==> config.mk <==
export PLATFORM = sky130hd
export DESIGN_NAME = soc_clk_div
export DESIGN_NICKNAME = d
export VERILOG_FILES = /design/src/rtl/soc_clk_div.sv
export SDC_FILE = /design/constraint.sdc
export NUM_CORES = 1
export LEC_CHECK = 0
export ABC_AREA = 0
export BUFFER_PORTS_ARGS = -buffer_cell sky130_fd_sc_hd__buf_2
export CORE_AREA = 2 2 39 41
export DETAILED_ROUTE_END_ITERATION = 8
export DIE_AREA = 0 0 41 43
export PLACE_DENSITY_LB_ADDON = 0.15
export SLEW_MARGIN = 20
export SYNTH_ARGS = -nofsm -noshare
export SYNTH_HDL_FRONTEND = slang
export SYNTH_SLANG_ARGS = --single-unit
export TNS_END_PERCENT = 100
==> constraint.sdc <==
create_clock -name clock -period 1 [get_ports clock]
set_input_delay 0.15 -clock clock [delete_from_list [all_inputs] [get_ports clock]]
set_output_delay 0.15 -clock clock [all_outputs]
set_load 0.01 [all_outputs]
==> src/rtl/soc_clk_div.sv <==
// Free-running integer clock divider: registered clock_slow (low ceil(N/2), high floor(N/2))
// plus a one-cycle tick in the fast domain marking each clock_slow rise.
module soc_clk_div #(
  parameter int clock_rate = 10
) (
  input  logic clock,
  input  logic reset,
  output logic clock_slow,
  output logic tick
);

  localparam int N  = clock_rate;
  localparam int CW = (N > 2) ? $clog2(N) : 1;
  localparam int L  = (N + 1) / 2;

  if (N < 2) begin : g_bad_rate
    $error("soc_clk_div: clock_rate must be >= 2");
  end

  logic [CW-1:0] cnt;
  logic [CW-1:0] cnt_next;

  function automatic logic [CW-1:0] wrap_inc(input logic [CW-1:0] c);
    if (c == CW'(N - 1)) return '0;
    return c + CW'(1);
  endfunction

  always_comb cnt_next = wrap_inc(cnt);

  // Outputs decode cnt_next so they change on the same edge the counter reaches its phase point
  always_ff @(posedge clock or negedge reset) begin
    if (!reset) begin
      cnt        <= '0;
      clock_slow <= 1'b0;
      tick       <= 1'b0;
    end else begin
      cnt        <= cnt_next;
      clock_slow <= (cnt_next >= CW'(L));
      tick       <= (cnt_next == CW'(L));
    end
  end

endmodule

Word-level counts from Yosys, hierarchy flattened
Index checks and enable logic that the tools add are counted.

Bits in registers: 6.

$add $sub $neg: 1. Magnitude comparators: 1. Equal/unequal tests: 2. Muxes and demuxes: 3.

Operators by type and width (number): two-way mux 4 bit (2); adder 4 x 1 -> 4 bit, second input constant (1); == test 4 x 3 -> 1 bit, second input constant (1); == test 4 bit, second input constant (1); >= comparator 4 x 3 -> 1 bit, second input constant (1); two-way mux 1 bit (1).

Depth between registers and ports, before layout
Depth in word-level cells: 4. Gate-level depth with buffers: 3. Depth with buffers taken out: 3.

Least setup slack after synthesis
OpenSTA, ideal clock, no wires.

Path kind: flip-flop to flip-flop. Start point: reg cnt[3]. End point: reg cnt[3]. Setup time: 0.126 ns. Arrival: 0.862 ns. Path slack: 0.012 ns. Cell stages (with the launch flop): 3. Path buffers: 0. Period minus slack after synthesis: 0.988 ns. Path through: dfrtp_1 > nor2b_2 > a221o_1.

Longest elaborated chain between the ends: 3. Elaborated cells between the ends (all ways): 4. Classes of those cells: add/sub (1); eq/ne (1); mux (2).

RTL lines: start, declared (RTL line 20) `logic [CW-1:0] cnt;`; start signal, assigned (RTL line 37) `cnt <= cnt_next;`; branches (longest 2 deep; another with adder 4 x 1 -> 4 bit); two-way mux 4 bit * (RTL line 25) `return c + CW'(1);`; via cnt_next[3] (RTL line 21) `logic [CW-1:0] cnt_next;`.

Mark *: on every way through the listed nets, which the timed path passes.

Worst setup path in the final report
Start point: reg cnt[2]. End point: reg cnt[3].

The elaborated chain is that of the path after synthesis.

==> reports/metrics.csv <==
metric;value;unit
via_per_inst;4.11;
grtUsageMet2;11.6;%
grt-ovfl-total;0;
synth-seq-cells;6;
max_freq;1010;MHz
place.detailed.hpwl;371;microns
synth_cell_types;12;
syn_nets;25;
area_growth;52.6;%
outcome;complete, no violations;
drive_above_1_share;45.9;%
ys_seq_area_share;61.9;%
peakVddDrop;261;uV
dp.cells;48;
grt_pass1_vias;236;
ios;4;
drtPass1Iterations;4;
layout.nets;41;
slowest_stage;dfrtp_2;
grt_usage;8.16;%
netlist_top_cells_count;6 x dfrtp_1, 3 x o21ai_0;
place_area;323;sq um
ant_nets;0;
use_met1;8.44;%
synthTopCellsByArea;dfrtp_1 62%, o21ai_0 6.2%, nand2b_1 5.2%;
finalCritPeriodShare;98.7;%
min_period;0.987;ns
clock_latency;0.24;ns
max_stage_delay;0.45;ns
die_w;41;microns
cts_buffers;3;
synth_most_common_cell;dfrtp_1;
hold_path_class;in2async;
netlist_area;243;sq um
clock_sinks;6;
cts_buffer_depth;2;
synth_edf_count;0;
routed_wl;524;microns
cts_root_buf;clkbuf_4;
cts_tree;yes;
p_leak;0.179;nW
grt_pass1_wl;897;microns
path_cells;nand2b_1 > nor2_1 > a221o_1;
hold_viol_final;0;
antenna_found_initial;0;
power_density;1270;nW/um^2
htree_levels;1;
synth_top_cell_area_share;61.9;%
grt_util_met3;1.57;%
clk_pin_slew;0.05;ns
crit_buf_inv;0;
crit_arrival;1.10;ns
crit_required;1.12;ns
critPathKind;reg2reg;
skew;0.00279;ns
busiest_layer;met2;
rsz0062_at_grt;yes;
drc;0;
grt_max_degree;7;
wl_per_cell;9.89;microns
start_kind;register;
slew_viol_final;0;
gp_congestion;0.753;
instances_no_fill;53;
port-buffer-count;3;
synthCells;23;
avgSynthCellArea;10.6;sq um
whs;0.271;ns
end_kind;register;
tightest_slew;0.158;ns
slew_headroom;89.4;%
synth_flop_cell;dfrtp_1;
coreArea;1380;sq um
dieArea;1760;sq um
row_count;14;
drv_cap;0;
die_h;43;microns
cp_top_family;flip-flops;
yosys_warnings;0;
diodes;0;
num_vias;218;
yosysTopAreaCell;dfrtp_1;
setup_viol;0;
ys_async_sr_fraction;100;%
critPathMaxFanout;6;
drtIter0Drc;4;
start_util;17.5;%
fin_area;370;sq um
## routing by layer
layer / wire length, microns / up-vias / share of wire (%)
li1: - / 106 / -
met1: 227 / 105 / 43
met2: 277 / 7 / 53
met3: 20 / 0 / 3.8
met4: 0 / 0 / 0
met5: 0 / - / 0
## state kept, by name, indices dropped and copies added (netlist names)
signal,cells
clock_slow,1
cnt,4
tick,1
## worst reg2reg max path: stages, from the launching register on
cell and delay, ns:
dfrtp_2 0.45, nand2b_1 0.11, nor2_1 0.05, a221o_1 0.25
## through the flow
| step | util (%) | total power [mW] | setup TNS, ns | worst slack, ns |
|---|---|---|---|---|
| global route | 26.8 | 0.500 | -0.0176 | -0.0176 |
| detailed placement | 23.3 | 0.254 | -0.0366 | -0.0366 |
| finish | 26.8 | 0.471 | 0 | 0.0126 |
| floorplan | - | 0.247 | 0 | 0.0121 |
| CTS | 26.7 | 0.484 | 0 | 0.00543 |
| global placement | 23.3 | 0.254 | -0.00979 | -0.00979 |
## cell usage in the layout, fill, tap and decap left out, types with 2 or more instances in the layout
cell      count
buf_4         7
dfrtp_1       4
clkbuf_4      3
buf_2         3
o21ai_1       2
nand2b_1      2
nand2_1       2
nor2_1        2
dfrtp_2       2
## worst paths after layout
check                      slack [ns]  cells after the start      to   start
max                              0.01                      3  cnt[3]  cnt[2]
min reg2reg                      0.59                      1  cnt[3]  cnt[3]
min in group clock               0.59                      1  cnt[3]  cnt[3]
max in group asynchronous        0.57                      2  cnt[1]   reset
max reg2reg                      0.01                      3  cnt[3]  cnt[2]
min                              0.27                      2    tick   reset
## report_power, final
group / switching, mW / leakage [nW] / internal (mW)
clock: 0.0832 / 0.0138 / 0.135
combinational: 0.00517 / 0.0991 / 0.00399
sequential: 0 / 0.0664 / 0.244
## what timing repair did
action,CTS,global route
resized for setup,3,3
setup buffers,1,0
hold buffers,1,0
setup endpoints to repair,1,3
endpoints found under the hold margin,6,0
pin swaps,1,1
## kinds of logic after synthesis
kind of cell / share of synthesized area (%)
simple gates: 19.1
flops: 61.9
compound gates: 12.4
buf+inv: 3.09
xor+xnor: 3.61
## cell type report
class | count | area, sq um
Clock buffer | 3 | 22.5
Fill cell | 154 | 1010
Inverter | 2 | 7.51
Multi-Input combinational cell | 15 | 90.1
Sequential cell | 6 | 153
Tap cell | 16 | 20.0
Timing Repair Buffer | 11 | 77.6
No activity file was read; power rests on OpenSTA's default activity.
